### config.mk
export PLATFORM = sky130hd
export DESIGN_NAME = pick_ctrl_flat
export DESIGN_NICKNAME = d
export VERILOG_FILES = /design/src/rtl/pick_pkg.sv /design/src/rtl/pick_ctrl_if.sv /design/src/rtl/pick_wdog.sv /design/src/rtl/pick_ctrl.sv /design/src/flat_wrapper.sv
export SDC_FILE = /design/constraint.sdc
export NUM_CORES = 1
export LEC_CHECK = 0
export BUFFER_PORTS_ARGS = -buffer_cell sky130_fd_sc_hd__buf_2
export CORE_UTILIZATION = 25
export DETAILED_ROUTE_END_ITERATION = 10
export GPL_TIMING_DRIVEN = 1
export SLEW_MARGIN = 10
export SYNTH_ARGS = -nofsm -noshare
export SYNTH_HDL_FRONTEND = slang
export SYNTH_SLANG_ARGS = --single-unit
export TNS_END_PERCENT = 30
### constraint.sdc
create_clock -name CLK -period 2.85 [get_ports CLK]
set_clock_uncertainty 0.2 [all_clocks]
set_input_delay 0.4275 -clock CLK [delete_from_list [all_inputs] [get_ports CLK]]
set_output_delay 0.4275 -clock CLK [all_outputs]
set_load 0.1 [all_outputs]
### src/rtl/pick_pkg.sv
// pick_pkg -- shared types and defaults for the pick controller.
//   pick_ctrl_state_t : controller state encoding (legacy-compatible constants)
//   DEF_NUM_PIX / DEF_NUM_LINES / DEF_TIMEOUT : default parameter values
//   LINE_IDX_W        : width of the line index output
//   state_busy()      : BUSY decode shared by the controller
package pick_pkg;

    localparam int unsigned DEF_NUM_PIX   = 16;
    localparam int unsigned DEF_NUM_LINES = 8;
    localparam int unsigned DEF_TIMEOUT   = 1024;
    localparam int unsigned LINE_IDX_W    = 8;

    typedef logic [2:0] pick_ctrl_state_t;

    localparam pick_ctrl_state_t ST_IDLE     = 3'd0;
    localparam pick_ctrl_state_t ST_ISSUE    = 3'd1;
    localparam pick_ctrl_state_t ST_WAIT_HDR = 3'd2;
    localparam pick_ctrl_state_t ST_BURST    = 3'd3;
    localparam pick_ctrl_state_t ST_DONE     = 3'd4;
    localparam pick_ctrl_state_t ST_ERR      = 3'd5;

    function automatic logic state_busy(input pick_ctrl_state_t s);
        return (s != ST_IDLE) && (s != ST_ERR);
    endfunction

endpackage

### src/rtl/pick_ctrl_if.sv
// pick_ctrl_if -- picker control bus between a frame requester and pick_ctrl.
//   START/ABORT/PUSH : requests and pixel strobe into the controller
//   GO/BUSY/LINE_DONE/FRAME_DONE/TIMEOUT_ERR/LINE_IDX : controller status
//   FRAME_CNT/ERR_CNT : statistics, present only with PICK_CTRL_STATS_EN
// Modports: master (drives requests), slave (the controller).
interface pick_ctrl_if;
    import pick_pkg::*;

    logic                  START;
    logic                  ABORT;
    logic                  PUSH;
    logic                  GO;
    logic                  BUSY;
    logic                  LINE_DONE;
    logic                  FRAME_DONE;
    logic                  TIMEOUT_ERR;
    logic [LINE_IDX_W-1:0] LINE_IDX;
`ifdef PICK_CTRL_STATS_EN
    logic [15:0]           FRAME_CNT;
    logic [7:0]            ERR_CNT;
`endif

    modport master (
`ifdef PICK_CTRL_STATS_EN
        input  FRAME_CNT, ERR_CNT,
`endif
        output START, ABORT, PUSH,
        input  GO, BUSY, LINE_DONE, FRAME_DONE, TIMEOUT_ERR, LINE_IDX
    );

    modport slave (
`ifdef PICK_CTRL_STATS_EN
        output FRAME_CNT, ERR_CNT,
`endif
        input  START, ABORT, PUSH,
        output GO, BUSY, LINE_DONE, FRAME_DONE, TIMEOUT_ERR, LINE_IDX
    );

endinterface

### src/rtl/pick_wdog.sv
// pick_wdog -- header watchdog for the pick controller.
//   clk, rst : clock, asynchronous active-high reset
//   clear    : zero the count
//   enable   : count one cycle
//   expire   : the count reaches TIMEOUT-1 on this enabled cycle
module pick_wdog
    import pick_pkg::*;
#(
    parameter int unsigned TIMEOUT = DEF_TIMEOUT
) (
    input  logic clk,
    input  logic rst,
    input  logic clear,
    input  logic enable,
    output logic expire
);

    localparam int unsigned   W    = $clog2(TIMEOUT + 1);
    localparam logic [W-1:0]  LAST = W'(TIMEOUT - 1);

    logic [W-1:0] count;

    // Expire is flagged on the cycle whose increment lands on TIMEOUT-1,
    // so the caller can act on it in the same cycle.
    assign expire = enable && ((count + 1'b1) == LAST);

    always_ff @(posedge clk or posedge rst) begin
        if (rst) begin
            count <= '0;
        end else if (clear) begin
            count <= '0;
        end else if (enable && count != LAST) begin
            count <= count + 1'b1;
        end
    end

endmodule

### src/rtl/pick_ctrl.sv
// pick_ctrl -- requests line bursts from a pixel picker and tracks a frame.
//   CLK, RST : clock, asynchronous active-high reset
//   bus      : pick_ctrl_if.slave (START, ABORT, PUSH in; GO, BUSY, LINE_DONE,
//              FRAME_DONE, TIMEOUT_ERR, LINE_IDX out)
// Optional: define PICK_CTRL_STATS_EN to add FRAME_CNT (wrapping) and
// ERR_CNT (saturating) statistics outputs on the bus.
module pick_ctrl
    import pick_pkg::*;
#(
    parameter int unsigned NUM_PIX   = DEF_NUM_PIX,
    parameter int unsigned NUM_LINES = DEF_NUM_LINES,
    parameter int unsigned TIMEOUT   = DEF_TIMEOUT
) (
    input  logic       CLK,
    input  logic       RST,
    pick_ctrl_if.slave bus
);

    localparam int unsigned              PIX_W     = $clog2(NUM_PIX + 1);
    localparam logic [PIX_W-1:0]         PIX_LAST  = PIX_W'(NUM_PIX);
    localparam logic [LINE_IDX_W-1:0]    LINE_LAST = LINE_IDX_W'(NUM_LINES - 1);

    pick_ctrl_state_t          state, state_nxt;
    logic [PIX_W-1:0]          pix_cnt, pix_cnt_nxt, cnt_after;
    logic [LINE_IDX_W-1:0]     line_idx, line_idx_nxt;
    logic                      line_done, line_done_nxt;
    logic                      wd_clear, wd_enable, wd_expire;

    assign wd_clear  = (state == ST_ISSUE);
    assign wd_enable = (state == ST_WAIT_HDR);

    pick_wdog #(
        .TIMEOUT (TIMEOUT)
    ) u_wdog (
        .clk    (CLK),
        .rst    (RST),
        .clear  (wd_clear),
        .enable (wd_enable),
        .expire (wd_expire)
    );

    // The first PUSH in WAIT_HDR and each PUSH in BURST share one path: the
    // pixel count after this cycle's PUSH decides whether the line completes.
    assign cnt_after = (state == ST_BURST) ? pix_cnt + 1'b1 : PIX_W'(1);

    always_comb begin
        state_nxt     = state;
        pix_cnt_nxt   = pix_cnt;
        line_idx_nxt  = line_idx;
        line_done_nxt = 1'b0;
        if (bus.ABORT) begin
            state_nxt = ST_IDLE;
        end else begin
            case (state)
                ST_IDLE: begin
                    if (bus.START) begin
                        state_nxt    = ST_ISSUE;
                        line_idx_nxt = '0;
                    end
                end
                ST_ISSUE: begin
                    pix_cnt_nxt = '0;
                    state_nxt   = bus.PUSH ? ST_ERR : ST_WAIT_HDR;
                end
                ST_WAIT_HDR, ST_BURST: begin
                    if (bus.PUSH) begin
                        if (cnt_after == PIX_LAST) begin
                            line_done_nxt = 1'b1;
                            pix_cnt_nxt   = '0;
                            if (line_idx == LINE_LAST) begin
                                state_nxt = ST_DONE;
                            end else begin
                                line_idx_nxt = line_idx + 1'b1;
                                state_nxt    = ST_ISSUE;
                            end
                        end else begin
                            pix_cnt_nxt = cnt_after;
                            state_nxt   = ST_BURST;
                        end
                    end else if (state == ST_BURST || wd_expire) begin
                        state_nxt = ST_ERR;
                    end
                end
                ST_DONE: state_nxt = ST_IDLE;
                ST_ERR:  state_nxt = ST_ERR;
                default: state_nxt = ST_IDLE;
            endcase
        end
    end

    always_ff @(posedge CLK or posedge RST) begin
        if (RST) begin
            state     <= ST_IDLE;
            pix_cnt   <= '0;
            line_idx  <= '0;
            line_done <= 1'b0;
        end else begin
            state     <= state_nxt;
            pix_cnt   <= pix_cnt_nxt;
            line_idx  <= line_idx_nxt;
            line_done <= line_done_nxt;
        end
    end

    assign bus.GO          = (state == ST_ISSUE);
    assign bus.BUSY        = state_busy(state);
    assign bus.FRAME_DONE  = (state == ST_DONE);
    assign bus.TIMEOUT_ERR = (state == ST_ERR);
    assign bus.LINE_DONE   = line_done;
    assign bus.LINE_IDX    = line_idx;

`ifdef PICK_CTRL_STATS_EN
    logic [15:0] frame_cnt;
    logic [7:0]  err_cnt;
    logic        err_entry;

    assign err_entry = (state_nxt == ST_ERR) && (state != ST_ERR);

    always_ff @(posedge CLK or posedge RST) begin
        if (RST) begin
            frame_cnt <= '0;
            err_cnt   <= '0;
        end else begin
            if (state == ST_DONE) begin
                frame_cnt <= frame_cnt + 1'b1;
            end
            if (err_entry && err_cnt != '1) begin
                err_cnt <= err_cnt + 1'b1;
            end
        end
    end

    assign bus.FRAME_CNT = frame_cnt;
    assign bus.ERR_CNT   = err_cnt;
`endif

endmodule

### src/flat_wrapper.sv
// flat-port wrapper written by rule: the top's interface ports become plain ports
module pick_ctrl_flat import pick_pkg::*;
#(
    parameter int unsigned NUM_PIX   = DEF_NUM_PIX,
    parameter int unsigned NUM_LINES = DEF_NUM_LINES,
    parameter int unsigned TIMEOUT   = DEF_TIMEOUT
)
  (CLK, RST, bus_START, bus_ABORT, bus_PUSH, bus_GO, bus_BUSY, bus_LINE_DONE, bus_FRAME_DONE, bus_TIMEOUT_ERR, bus_LINE_IDX);
  pick_ctrl_if bus_i ();
  input  logic CLK;
  input  logic RST;
  input wire logic [$bits(bus_i.START)-1:0] bus_START;
  input wire logic [$bits(bus_i.ABORT)-1:0] bus_ABORT;
  input wire logic [$bits(bus_i.PUSH)-1:0] bus_PUSH;
  output wire logic [$bits(bus_i.GO)-1:0] bus_GO;
  output wire logic [$bits(bus_i.BUSY)-1:0] bus_BUSY;
  output wire logic [$bits(bus_i.LINE_DONE)-1:0] bus_LINE_DONE;
  output wire logic [$bits(bus_i.FRAME_DONE)-1:0] bus_FRAME_DONE;
  output wire logic [$bits(bus_i.TIMEOUT_ERR)-1:0] bus_TIMEOUT_ERR;
  output wire logic [$bits(bus_i.LINE_IDX)-1:0] bus_LINE_IDX;
  assign bus_i.START = bus_START;
  assign bus_i.ABORT = bus_ABORT;
  assign bus_i.PUSH = bus_PUSH;
  assign bus_GO = bus_i.GO;
  assign bus_BUSY = bus_i.BUSY;
  assign bus_LINE_DONE = bus_i.LINE_DONE;
  assign bus_FRAME_DONE = bus_i.FRAME_DONE;
  assign bus_TIMEOUT_ERR = bus_i.TIMEOUT_ERR;
  assign bus_LINE_IDX = bus_i.LINE_IDX;
  pick_ctrl #(.NUM_PIX(NUM_PIX), .NUM_LINES(NUM_LINES), .TIMEOUT(TIMEOUT)) u_core (.CLK(CLK), .RST(RST), .bus(bus_i));
endmodule
-- Word level (Yosys, flattened, before mapping)
Cells that the tools add are included.
- bitwise gates (word level): 1
- multiplexer cells: 23
- add/subtract/negate cells: 3
- reductions and logical operators: 13
- eq/ne operators: 16
- operators by type and width (kind ; count):
    2-to-1 mux 8 bit ; 4
    2-to-1 mux 11 bit ; 2
    2-to-1 mux 3 bit ; 7
    case mux 8 bit (2 select lines) ; 1
    2-to-1 mux 5 bit ; 3
    case mux 3 bit (4 select lines) ; 1
    adder 11 x 1 -> 11 bit, second input constant ; 1
    equality test 11 x 10 -> 1 bit, second input constant ; 1
    != test 11 x 10 -> 1 bit, second input constant ; 1
    case mux 5 bit (2 select lines) ; 1
    adder 8 x 1 -> 8 bit, second input constant ; 1
    equality test 8 x 3 -> 1 bit, second input constant ; 1
    equality test 3 x 2 -> 1 bit, second input constant ; 2
    equality test 3 bit, second input constant ; 2
    != test 2 bit, second input constant ; 3
    != test 3 bit, second input constant ; 2
    AND reduction 6 bit ; 1
    nonzero test 2 bit ; 3
    adder 5 x 1 -> 5 bit, second input constant ; 1
    equality test 5 bit, second input constant ; 1
    2-to-1 mux 1 bit ; 4
    != test 4 x 3 -> 1 bit, second input constant ; 1
    equality test 3 x 1 -> 1 bit, second input constant ; 1
    logical AND 1 bit ; 3
    other kinds (8) ; 8
- flip-flop bits (word level): 28
- output and inout bits: 13

-- Longest topological paths before layout
Gate-level depths: netlist of run 1.
- depth in word-level cells: 8
- mapped depth: 7
- depth with buffers taken out: 6

-- Modules after synthesis
Synthesis of run 1 repeated with hierarchy kept, for this count alone.
- cells, all modules: 220
- area total of the unflattened synthesis: 1906.8 sq um
- by module, submodules not included (module ; area each (sq um) ; sequential area each (sq um) ; instances ; cells each):
    pick_ctrl ; 1158.6 ; 425.4 ; 1 ; 136
    pick_wdog ; 748.2 ; 275.3 ; 1 ; 84

-- Least setup slack after synthesis of run 1
No wires, ideal clock.
- kind: reg-to-output
- from: reg u_core.state[2]
- to: out bus_FRAME_DONE
- path slack: -0.572 ns
- stages on the path, launching flop included: 4
- data arrival time: 2.795 ns
- cells stage by stage: dfrtp_1 > clkbuf_1 > inv_1 > nor3_1
- longest elaborated chain between the ends: 1
- RTL lines (element ; line ; RTL):
    start: declaration ; pick_ctrl.sv:23 ; pick_ctrl_state_t state, state_nxt;
    start signal: assignment ; pick_ctrl.sv:98 ; state <= state_nxt;
    equality test 3 bit ; pick_ctrl.sv:107 ; assign bus.FRAME_DONE = (state == ST_DONE);
    end: declaration ; flat_wrapper.sv:18 ; output wire logic [$bits(bus_i.FRAME_DONE)-1:0] bus_FRAME_DONE;
No other way between the ends.

-- Worst setup path after layout of run 1
- from: reg u_core.state[0]
- to: out bus_GO
- longest elaborated chain between the ends: 1
- RTL lines (element ; line ; RTL):
    equality test 3 x 1 -> 1 bit ; pick_ctrl.sv:105 ; assign bus.GO = (state == ST_ISSUE);
    end: declaration ; flat_wrapper.sv:15 ; output wire logic [$bits(bus_i.GO)-1:0] bus_GO;
No other way between the ends.

==> out/metrics.yaml, run 1 <==
status:
  status: "finished, violations left"
  violations: "hold timing"
synthesis:
  ys_warn_count: 0
  synthArstFlopShare_pct: 100.0
  synth.distinct_cells: 52
  synth_area_leaders: "dfrtp_1 38%, o21ai_0 6.0%, nand3_1 4.6%"
  synth.net_count: 216
  ys_ff_latch: 28
  synth-edff-count: 0
  yosysTopAreaCellShare_pct: 38.07
  syn-cell-area_um2: 1841
  yosysTopAreaCell: "dfrtp_1"
  synthCells: 207
  yosysSeqAreaShare_pct: 38.07
  avgSynthCellArea_um2: 8.891
  ys_dominant_reg_cell: "dfrtp_1"
floorplan:
  die_x_um: 87.80
  start_util_pct: 26.50
  ios: 18
  core_um2: 6944
  dieArea_um2: 7709
  rows: 30
  fp.dieH_um: 87.80
finish:
  multi_input_area_um2: 1081
  drive_above_1_share_pct: 16.89
  regArea_um2: 700.7
  diodes: 0
  final.fill_count: 752
  area_growth_pct: 16.11
  fin_nets: 235
min_path:
  hold_class: "in -> async"
worst_setup_path:
  path_cells: "nand2b_1, nand2b_1, inv_1, buf_2"
  critPathMaxStageDelay_ns: 0.60
  cp.depth: 4
  path_buf_inv: 2
  cpMaxStageDelayCell: "dfrtp_1"
  required_ns: 2.22
  cp-start-kind: "register"
  crit_top_cell: "nand2b_1"
  crit_type: "reg -> out"
  path_max_fanout: 12
  crit_family: "flip-flops"
  rr_worst_depth: 5
  crit_arrival_ns: 2.04
  end_kind: "output port"
pwr:
  power.density_nw_per_um2: 438.6
  p_leak_nw: 0.8823
  pwr-share-clk_pct: 34.1
  seqPwrFrac_pct: 45.6
  internal_power_w: 0.0006468
  peakVddDrop_v: 0.0001852
  pwr-share-comb_pct: 20.3
  swShare_pct: 30.99
  p_sw_w: 0.0002904
  power_w: 0.0009372
placed_design:
  io_buffers: 17
  dp_hpwl_mm: 3.140
  place_ws_ns: 0.3320
  gp_congestion: 0.8385
detailed_routing:
  wirelength_mm: 4.301
  via_per_inst: 5.037
  drc: 0
  drt_first_pass_iters: 4
  first_iter_violations: 95
  num_vias: 1617
  ant_nets: 0
  wl_per_cell_um: 13.40
cts:
  cts_hold_buf: 0
  post-cts-setup-buffers: 0
  cts_tree: "built"
  clk_pin_slew_ns: 0.10
  cts_sinks: 28
  clock-root-buffer: "clkbuf_8"
  insertion_delay_ns: 0.28
  clk_path_buf_depth: 2
  htree_levels: 1
  postCtsResizedCells: 0
  cts_buffers: 3
grt:
  track_usage_pct: 11.71
  antenna_found_initial: 0
  first_global_vias: 1525
  overflow: 0
  grt_max_degree: 29
  grt_pass1_wl_mm: 7.203
sta:
  timing.fmax_ghz: 0.3752
  setup_ws_ns: 0.1850
  rsz0062_at_grt: "no"
  timing.final.crit_share_pct: 93.51
  timing.slew.headroom_pct: 52.71
  period_minus_slack_ns: 2.665
  maxSlewViolCount: 0
  worst_pin_slew_ns: 0.7079
  finalSetupTns_ns: 0
  hold_ws_ns: -0.01124
  hold_viol_final: 6
  finalSetupViolCount: 0
flow_run:
  cap_viol_max_count: 0
## power by group through the flow
| stage | clock [W] | combinational, W | sequential, W |
|---|---|---|---|
| 2_1_floorplan | 0 | 0.000151 | 0.000427 |
| 3_3_place_gp | 0 | 0.000189 | 0.000435 |
| 3_5_place_dp | 0 | 0.000191 | 0.000435 |
| 4_1_cts | 0.000339 | 0.000192 | 0.000427 |
| 5_1_grt | 0.000352 | 0.000208 | 0.000431 |
| 6_report | 0.000320 | 0.000190 | 0.000428 |
## Yosys cell counts, types with 2 or more instances
cell type / number
a211oi_1: 2
or4_1: 4
nor3_1: 4
ha_1: 4
xor2_1: 4
nand2_1: 18
nand4_1: 7
and3_1: 2
nand3_1: 17
clkbuf_1: 10
inv_1: 7
xnor2_1: 2
nor2_1: 11
dfrtp_1: 28
nand4bb_1: 2
a211o_1: 3
a21oi_1: 10
or3_1: 5
o31ai_1: 8
o21ai_0: 22
nor4_1: 2
nand2b_1: 5
## state kept, by name, indices dropped and copies added (netlist names)
name and cells:
u_core.bus.LINE_IDX 8, u_core.state 3, u_core.u_wdog.count 11, u_core.pix_cnt 5, u_core.bus.LINE_DONE 1
## placed cells by master, fill, tap and decap left out, types with 4 or more instances in the layout
master,instances
dfrtp_1,28
o21ai_0,22
nand2_1,18
nand3_1,17
buf_2,17
nor2_1,11
a21oi_1,10
o31ai_1,8
nand4_1,7
inv_1,7
buf_4,7
or3_1,5
nand2b_1,5
or4_1,4
xor2_1,4
ha_1,4
## layer usage
layer / up-vias / share of wire [%] / track usage (%)
met2: 17 / 46 / 18.18
met3: 2 / 2.4 / 2.545
met1: 779 / 51 / 16.40
met4: 0 / 0.49 / 3.130
li1: 819 / - / -
met5: - / 0 / 0
## through the flow
stage | util [%] | cells | area, um^2
floorplan | - | 207 | 1846
global placement | 29.75 | 317 | 2066
detailed placement | 29.75 | 317 | 2066
CTS | 30.77 | 321 | 2137
global route | 30.77 | 321 | 2137
finish | 30.77 | 321 | 2137
## cell type report
type	count	area share (%)
multi-input cells	162	50.59
clock inverters	1	1.405
repair buffers	24	6.440
clock buffers	3	1.932
inverters	7	1.230
flip-flops and latches	28	32.79
well taps	96	5.621
## worst reg2reg max path, delay by kind of cell, from the launching register on
family             cells  cell delay [ns]
AOI/OAI and AO/OA      2             0.34
DFF                    1             0.58
muxes                  1             0.27
and+or+nand+nor        2             1.07
## cells by family after synthesis
family / count (synthesis) / share of synthesized area (%)
simple gates: 91 / 28.21
compound gates: 58 / 22.30
flops: 28 / 38.07
buf+inv: 17 / 3.468
xor+xnor: 6 / 2.855
fa+ha+maj: 4 / 2.719
mux: 3 / 2.379
## worst paths after layout
| check | startpoint | end | slack (ns) |
|---|---|---|---|
| setup / recovery | u_core.state[0] | bus_GO | 0.18 |
| hold reg to reg | u_core.pix_cnt[4] | u_core.pix_cnt[4] | 0.33 |
| min in group CLK | bus_PUSH | u_core.state[2] | 0.30 |
| max in group asynchronous | RST | u_core.pix_cnt[2] | 2.17 |
| hold / removal | RST | u_core.u_wdog.count[7] | -0.01 |
| setup reg to reg | u_core.state[1] | u_core.bus.LINE_IDX[7] | 0.33 |
Power figures use the tool's default switching activity.
==> inputs of run 2 (changes only) <==
SYNTH_HIERARCHICAL = 1   (was default)
==> run 2 against run 1 <==
The run now ends clean. First-iteration DRC count up 94%. Via count up 6.1%. Count of clock-buffer cells in the layout is 1 higher. Non-clock buffer count up 2. Power grew 17%. Combinational power grew 110%. Core utilization is 1.0 points lower. Critical path depth up 6. Register-to-register slack worse by 0.08 ns. Sequential power up 5.1%.
==> out/metrics.yaml, run 2 <==
status:
  status: "finished clean"
synthesis:
  syn-cell-area_um2: 1907  # +3.6%
  yosys-top-cells-count: "28 x dfrtp_1, 20 x nor2_1, 16 x nand2_1"
  synthCells: 220  # +6.3%
  avgSynthCellArea_um2: 8.667  # -2.5%
  yosysSeqAreaShare_pct: 36.75  # -1.3 points
  ys_dominant_reg_cell: "dfrtp_1"
  synthArstFlopShare_pct: 100.0  # unchanged
  ys_warn_count: 6  # +6
  synth.distinct_cells: 55  # +5.8%
  yosysTopAreaCell: "dfrtp_1"
  synth.net_count: 229  # +6.0%
  synth_area_leaders: "dfrtp_1 37%, a21oi_1 3.9%, nor2_1 3.9%"
  ys_ff_latch: 28  # unchanged
  yosysMostFrequentCell: "dfrtp_1"
  yosysTopAreaCellShare_pct: 36.75  # -1.3 points
  synth-edff-count: 0  # unchanged
pwr:
  seqPwrFrac_pct: 41.1  # -4.5 points
  swShare_pct: 40.89  # +9.9 points
  power.density_nw_per_um2: 503.1  # +15%
  peakVddDrop_v: 0.0001734  # -6.4%
  power_w: 0.001097  # +17%
  p_sw_w: 0.0004485  # +54%
  p_leak_nw: 0.9056  # +2.6%
  pwr-share-clk_pct: 22.7  # -11 points
  pwr-share-comb_pct: 36.3  # +16 points
  internal_power_w: 0.0006482  # +0.21%
finish:
  diodes: 0  # unchanged
  utilization_pct: 29.73  # -1.0 points
  layout_commonest_cell: "dfrtp_1"
  regArea_um2: 700.7  # unchanged
  area_growth_pct: 14.30
  largest_reg_flops: 11  # unchanged
  multi_input_area_um2: 1096  # +1.4%
  drive_above_1_share_pct: 16.74  # -0.15 points
  design_area_um2: 2180  # +2.0%
  regMostFlops: "u_core/u_wdog/count"
  fin_nets: 249  # +6.0%
  final_cell_mix: "28 x dfrtp_1, 20 x nor2_1, 17 x buf_2"
  final.fill_count: 761  # +1.2%
grt:
  grt_pass1_wl_mm: 7.783  # +8.1%
  grt_util_met3_pct: 2.401  # -0.14 points
  antenna_found_initial: 0  # unchanged
  use_met1_pct: 17.38  # +0.98 points
  busiest_layer: "met2"
  overflow: 0  # unchanged
  first_global_vias: 1636  # +7.3%
  grt_max_degree: 18  # -38%
  track_usage_pct: 12.57  # +0.85 points
  use_met2_pct: 19.08  # +0.90 points
cts:
  clk_pin_slew_ns: 0.10  # about the same
  htree_levels: 1  # unchanged
  cts_buffers: 3  # unchanged
  cts_sinks: 28  # unchanged
  clock-root-buffer: "clkbuf_8"
  insertion_delay_ns: 0.27  # about the same
  clk_path_buf_depth: 2  # unchanged
  cts_tree: "built"
  postCtsResizedCells: 0  # unchanged
flow_run:
  cap_viol_max_count: 0  # unchanged
min_path:
  hold_class: "in -> reg"
worst_setup_path:
  cp-start-kind: "register"
  crit_type: "reg -> reg"
  cpMaxStageDelayCell: "or4_1"
  crit_family: "simple AND/OR/NAND/NOR gates"
  critPathMaxStageDelay_ns: 0.52  # -0.08 ns
  crit_arrival_ns: 2.62  # +0.58 ns
  end_kind: "register"
  path_cells: "nand2b_1, nor2_1, nand4_1, or4_1, a311oi_1, o21ai_0, a21oi_1, o21bai_1, nor3_1, a21o_1"
  path_max_fanout: 3  # -9
  required_ns: 2.87  # +0.65 ns
  path_buf_inv: 0  # -2
floorplan:
  die_x_um: 89.34  # +1.7%
  ios: 18  # unchanged
  core_um2: 7331  # +5.6%
  start_util_pct: 26.01  # -0.49 points
  rows: 31  # +3.3%
  dieArea_um2: 7981  # +3.5%
  fp.dieH_um: 89.34  # +1.7%
detailed_routing:
  first_iter_violations: 184  # +94%
  num_vias: 1715  # +6.1%
  wirelength_mm: 4.631  # +7.7%
  drt_first_pass_iters: 4  # unchanged
  via_per_inst: 5.074  # +0.73%
  ant_nets: 0  # unchanged
  drc: 0  # unchanged
  wl_per_cell_um: 13.70  # +2.3%
sta:
  timing.fmax_ghz: 0.3843  # +2.4%
  finalSetupTns_ns: 0  # unchanged
  rsz0062_at_grt: "no"
  period_minus_slack_ns: 2.602  # -0.06279 ns
  timing.slew.headroom_pct: 47.79  # -4.9 points
  setup_ws_ns: 0.2478  # +0.06279 ns
  timing.final.crit_share_pct: 91.31  # -2.2 points
  hold_viol_final: 0  # -6
  maxSlewViolCount: 0  # unchanged
  finalSetupViolCount: 0  # unchanged
  worst_pin_slew_ns: 0.7776  # +0.06972 ns
placed_design:
  place_ws_ns: 0.2745  # -0.05752 ns
  gp_congestion: 0.8919  # +6.4%
  placed_area_um2: 2115  # +2.4%
  io_buffers: 17  # unchanged
  dp_hpwl_mm: 3.440  # +9.6%
run 2: per-stage QoR:
| stage | std cells | hold WS, ns |
|---|---|---|
| 6_report | 338 | 0.2776 |
| 5_1_grt | 338 | 0.2953 |
| 4_1_cts | 338 | 0.2729 |
| 3_5_place_dp | 333 | 0.2701 |
| 3_3_place_gp | 333 | 0.2716 |
| 2_1_floorplan | 220 | 0.07994 |
run 2: what timing repair did:
item / in CTS / in global routing
setup buffers: 0 / 0
endpoints found under the hold margin: 11 / 0
hold buffers: 1 / 0
run 2: path summary, 6_finish.rpt:
kind	startpoint	end	slack (ns)	cells past startpoint
worst max-delay path	u_core/state[2]	u_core/state[1]	0.25	10
worst min-delay path	bus_PUSH	u_core/state[1]	0.28	2
worst max register to register	u_core/state[2]	u_core/state[1]	0.25	10
worst min register to register	u_core/pix_cnt[1]	u_core/pix_cnt[1]	0.35	1
max in group asynchronous	RST	u_core/pix_cnt[0]	1.43	3
min in group asynchronous	RST	u_core/u_wdog/count[2]	0.51	3
run 2: cell type report:
cell class	instances	area share, %
clock buffers	4	2.526
inverters	13	2.239
multi-input cells	168	50.29
flip-flops and latches	28	32.15
well taps	99	5.683
repair buffers	26	7.118
run 2: power by group through the flow:
stage / clock network [W] / logic [W] / registers (W)
4_1_cts: 0.000263 / 0.000401 / 0.000451
2_1_floorplan: 0 / 0.000266 / 0.000499
3_5_place_dp: 0 / 0.000399 / 0.000459
5_1_grt: 0.000279 / 0.000434 / 0.000457
6_report: 0.000249 / 0.000398 / 0.000450
3_3_place_gp: 0 / 0.000400 / 0.000455
run 2: cells by family (layout without fill, tap and decap cells):
logic type	count (synthesis)	after routing	share of synthesized area (%)
flops	28	28	36.75
fa+ha+maj	4	4	2.625
buf+inv	24	43	6.036
mux	2	2	1.050
simple gates	95	95	28.48
xor+xnor	8	8	3.675
compound gates	59	59	21.39
run 2: routing by layer:
layer  share of wire, %  up-vias
met1                 51      826
met2                 44       32
li1                   -      851
met5                  0        -
met3                3.6        6
met4                1.8        0
==> inputs of run 3 (changes only) <==
--- a/config.mk
+++ b/config.mk
@@ -7,2 +7,3 @@
 export LEC_CHECK = 0
+export ABC_AREA = 1
 export BUFFER_PORTS_ARGS = -buffer_cell sky130_fd_sc_hd__buf_2
==> constraint.sdc (replaced) <==
create_clock -name CLK -period 2.85 [get_ports CLK]
set_clock_uncertainty 0.2 [all_clocks]
set_input_delay 0.285 -clock CLK [delete_from_list [all_inputs] [get_ports CLK]]
set_output_delay 0.285 -clock CLK [all_outputs]
set_load 0.1 [all_outputs]
==> run 3 against run 2 <==
Sequential power is 8.2% higher. Largest cell class unchanged. Die area is 0.70% lower. Setup slack better by 0.45 ns.
==> out/metrics.yaml, run 3 <==
finish:
  area_growth_pct: 12.82
  largest_reg_flops: 11  # unchanged
  final.fill_count: 838  # +10%
  regMostFlops: "u_core/u_wdog/count"
  drive_above_1_share_pct: 17.54  # +0.81 points
  diodes: 0  # unchanged
  final_cells: 384  # +14%
  final_cell_mix: "76 x nand2_1, 35 x nand3_1, 29 x nor2_1"
  fin_nets: 296  # +19%
  layout_commonest_cell: "nand2_1"
sta:
  maxSlewViolCount: 0  # unchanged
  finalSetupViolCount: 0  # unchanged
  hold_viol_final: 0  # unchanged
  timing.final.crit_share_pct: 75.45  # -16 points
  timing.fmax_ghz: 0.4650  # +21%
  setup_ws_ns: 0.6996  # +0.4518 ns
  timing.slew.headroom_pct: 53.91  # +6.1 points
  rsz0062_at_grt: "no"
  worst_pin_slew_ns: 0.6905  # -0.08706 ns
  period_minus_slack_ns: 2.150  # -0.4518 ns
floorplan:
  core_um2: 7292  # -0.53%
  fp.dieH_um: 89.02  # -0.35%
  dieArea_um2: 7925  # -0.70%
  start_util_pct: 25.96  # -0.050 points
  die_x_um: 89.02  # -0.35%
  rows: 31  # unchanged
  ios: 18  # unchanged
grt:
  grt_max_degree: 18  # unchanged
  overflow: 0  # unchanged
  first_global_vias: 1603  # -2.0%
  track_usage_pct: 11.83  # -0.74 points
  grt_pass1_wl_mm: 7.265  # -6.7%
  antenna_found_initial: 0  # unchanged
cts:
  cts_tree: "built"
  postCtsResizedCells: 0  # unchanged
  clk_path_buf_depth: 2  # unchanged
  cts_buffers: 3  # unchanged
  clk_pin_slew_ns: 0.09  # about the same
  clock-root-buffer: "clkbuf_8"
  cts_sinks: 28  # unchanged
  insertion_delay_ns: 0.27  # about the same
  htree_levels: 1  # unchanged
pwr:
  p_leak_nw: 0.9902  # +9.3%
  power.density_nw_per_um2: 559.3  # +11%
  peakVddDrop_v: 0.0002339  # +35%
placed_design:
  dp_hpwl_mm: 3.313  # -3.7%
  io_buffers: 17  # unchanged
  gp_congestion: 0.8911  # about the same
  post-place-cells: 380  # +14%
  place_ws_ns: 0.7474  # +0.4730 ns
flow_run:
  cap_viol_max_count: 0  # unchanged
worst_setup_path:
  crit_type: "reg -> reg"
  crit_arrival_ns: 2.17  # -0.45 ns
  required_ns: 2.87  # about the same
  end_kind: "register"
  cp-start-kind: "register"
  path_max_fanout: 12  # +9
synthesis:
  ys_dominant_reg_cell: "dfrtp_1"
  synthCells: 266  # +21%
  synth.net_count: 275  # +20%
  syn-cell-area_um2: 1893  # -0.72%
  ys_ff_latch: 28  # unchanged
  yosys-top-cells-count: "76 x nand2_1, 35 x nand3_1, 30 x nor2_1"
  synth-edff-count: 0  # unchanged
  yosysSeqAreaShare_pct: 37.01  # +0.27 points
  yosysMostFrequentCell: "nand2_1"
  yosysTopAreaCell: "dfrtp_1"
  avgSynthCellArea_um2: 7.117  # -18%
  yosysTopAreaCellShare_pct: 37.01  # +0.27 points
  synth_area_leaders: "dfrtp_1 37%, nand2_1 15%, nand3_1 9.3%"
  ys_warn_count: 6  # unchanged
  synthArstFlopShare_pct: 100.0  # unchanged
  synth.distinct_cells: 27  # -51%
detailed_routing:
  wl_per_cell_um: 11.19  # -18%
  num_vias: 1754  # +2.3%
  drc: 0  # unchanged
  first_iter_violations: 81  # -56%
  via_per_inst: 4.568  # -10%
  wirelength_mm: 4.296  # -7.2%
  ant_nets: 0  # unchanged
  drt_first_pass_iters: 4  # unchanged
status:
  status: "finished clean"
min_path:
  hold_class: "in -> reg"
run 3: cell types whose count changed after synthesis, moves of 8 or more:
cell	change
inv_1	+15
nor2_1	+10
nand3_1	+25
a21oi_1	-8
nand2_1	+60
nor3_1	-8
run 3: power breakdown:
group	internal (W)	switching, W
sequential	0.000434	0.0000531
clock	0.0000951	0.000123
combinational	0.000108	0.000381
run 3: layer usage:
layer	wire length [um]	up-vias	GRT usage, %
li1	-	898	-
met1	2098	817	15.42
met2	1970	35	19.86
met3	181	4	2.401
met4	46	0	3.463
met5	0	-	0
run 3: final cells by class:
| class | instances | area [um^2] | share of cell area (%) |
|---|---|---|---|
| clock buffers | 3 | 41.29 | 1.933 |
| inverters | 33 | 128.9 | 6.034 |
| multi-input cells | 202 | 1039 | 48.62 |
| flip-flops and latches | 28 | 700.7 | 32.81 |
| well taps | 99 | 123.9 | 5.800 |
| repair buffers | 19 | 102.6 | 4.804 |
run 3: what timing repair did:
| item | in CTS | in global routing |
|---|---|---|
| hold buffers | 1 | 0 |
| setup buffers | 0 | 0 |
| hold endpoints to repair | 28 | 0 |
run 3: cell families (layout without fill, tap and decap cells):
family	Yosys count	after routing	share of synthesized area, %
AO/OA/AOI/OAI	25	25	9.187
AND/OR/NAND/NOR	169	169	41.04
buffers and inverters	36	55	8.261
adder cells (fa/ha/maj)	4	4	2.644
XOR/XNOR	4	4	1.850
flip-flops	28	28	37.01
run 3: worst paths after layout:
kind / startpoint / endpoint / slack, ns / cells past startpoint
worst min-delay path: bus_ABORT / u_core/bus.LINE_DONE / 0.07 / 2
min in group asynchronous: RST / u_core/u_wdog/count[1] / 0.35 / 3
worst max register to register: u_core/state[2] / u_core/state[1] / 0.70 / 15
max in group asynchronous: RST / u_core/bus.LINE_IDX[3] / 1.55 / 3
worst max-delay path: u_core/state[2] / u_core/state[1] / 0.70 / 15
worst min register to register: u_core/u_wdog/count[10] / u_core/u_wdog/count[10] / 0.34 / 2
run 3: stage by stage:
stage / hold slack (ns) / total power [W] / TNS, ns / util (%) / instance area [um^2]
after floorplan: -0.06256 / 0.0008936 / -0.01165 / - / 1896
after global placement: 0.1217 / 0.0009757 / 0 / 28.59 / 2085
after detailed placement: 0.1184 / 0.0009829 / 0 / 28.59 / 2085
after CTS: 0.05157 / 0.001212 / 0 / 29.29 / 2136
after global routing: 0.07330 / 0.001273 / 0 / 29.29 / 2136
final: 0.06746 / 0.001194 / 0 / 29.29 / 2136
run 3: critical path: stages (launching register included):
cell	delay (ns)
dfrtp_1	0.43
inv_2	0.13
nand2_4	0.14
nor2_1	0.19
nand2_1	0.07
nor2_1	0.09
nand2_1	0.05
nor2_1	0.09
nand3_1	0.08
nor2_1	0.10
nor2_1	0.05
nand2_1	0.08
nand3_1	0.13
a21oi_1	0.15
nand2_1	0.07
nand2_1	0.05
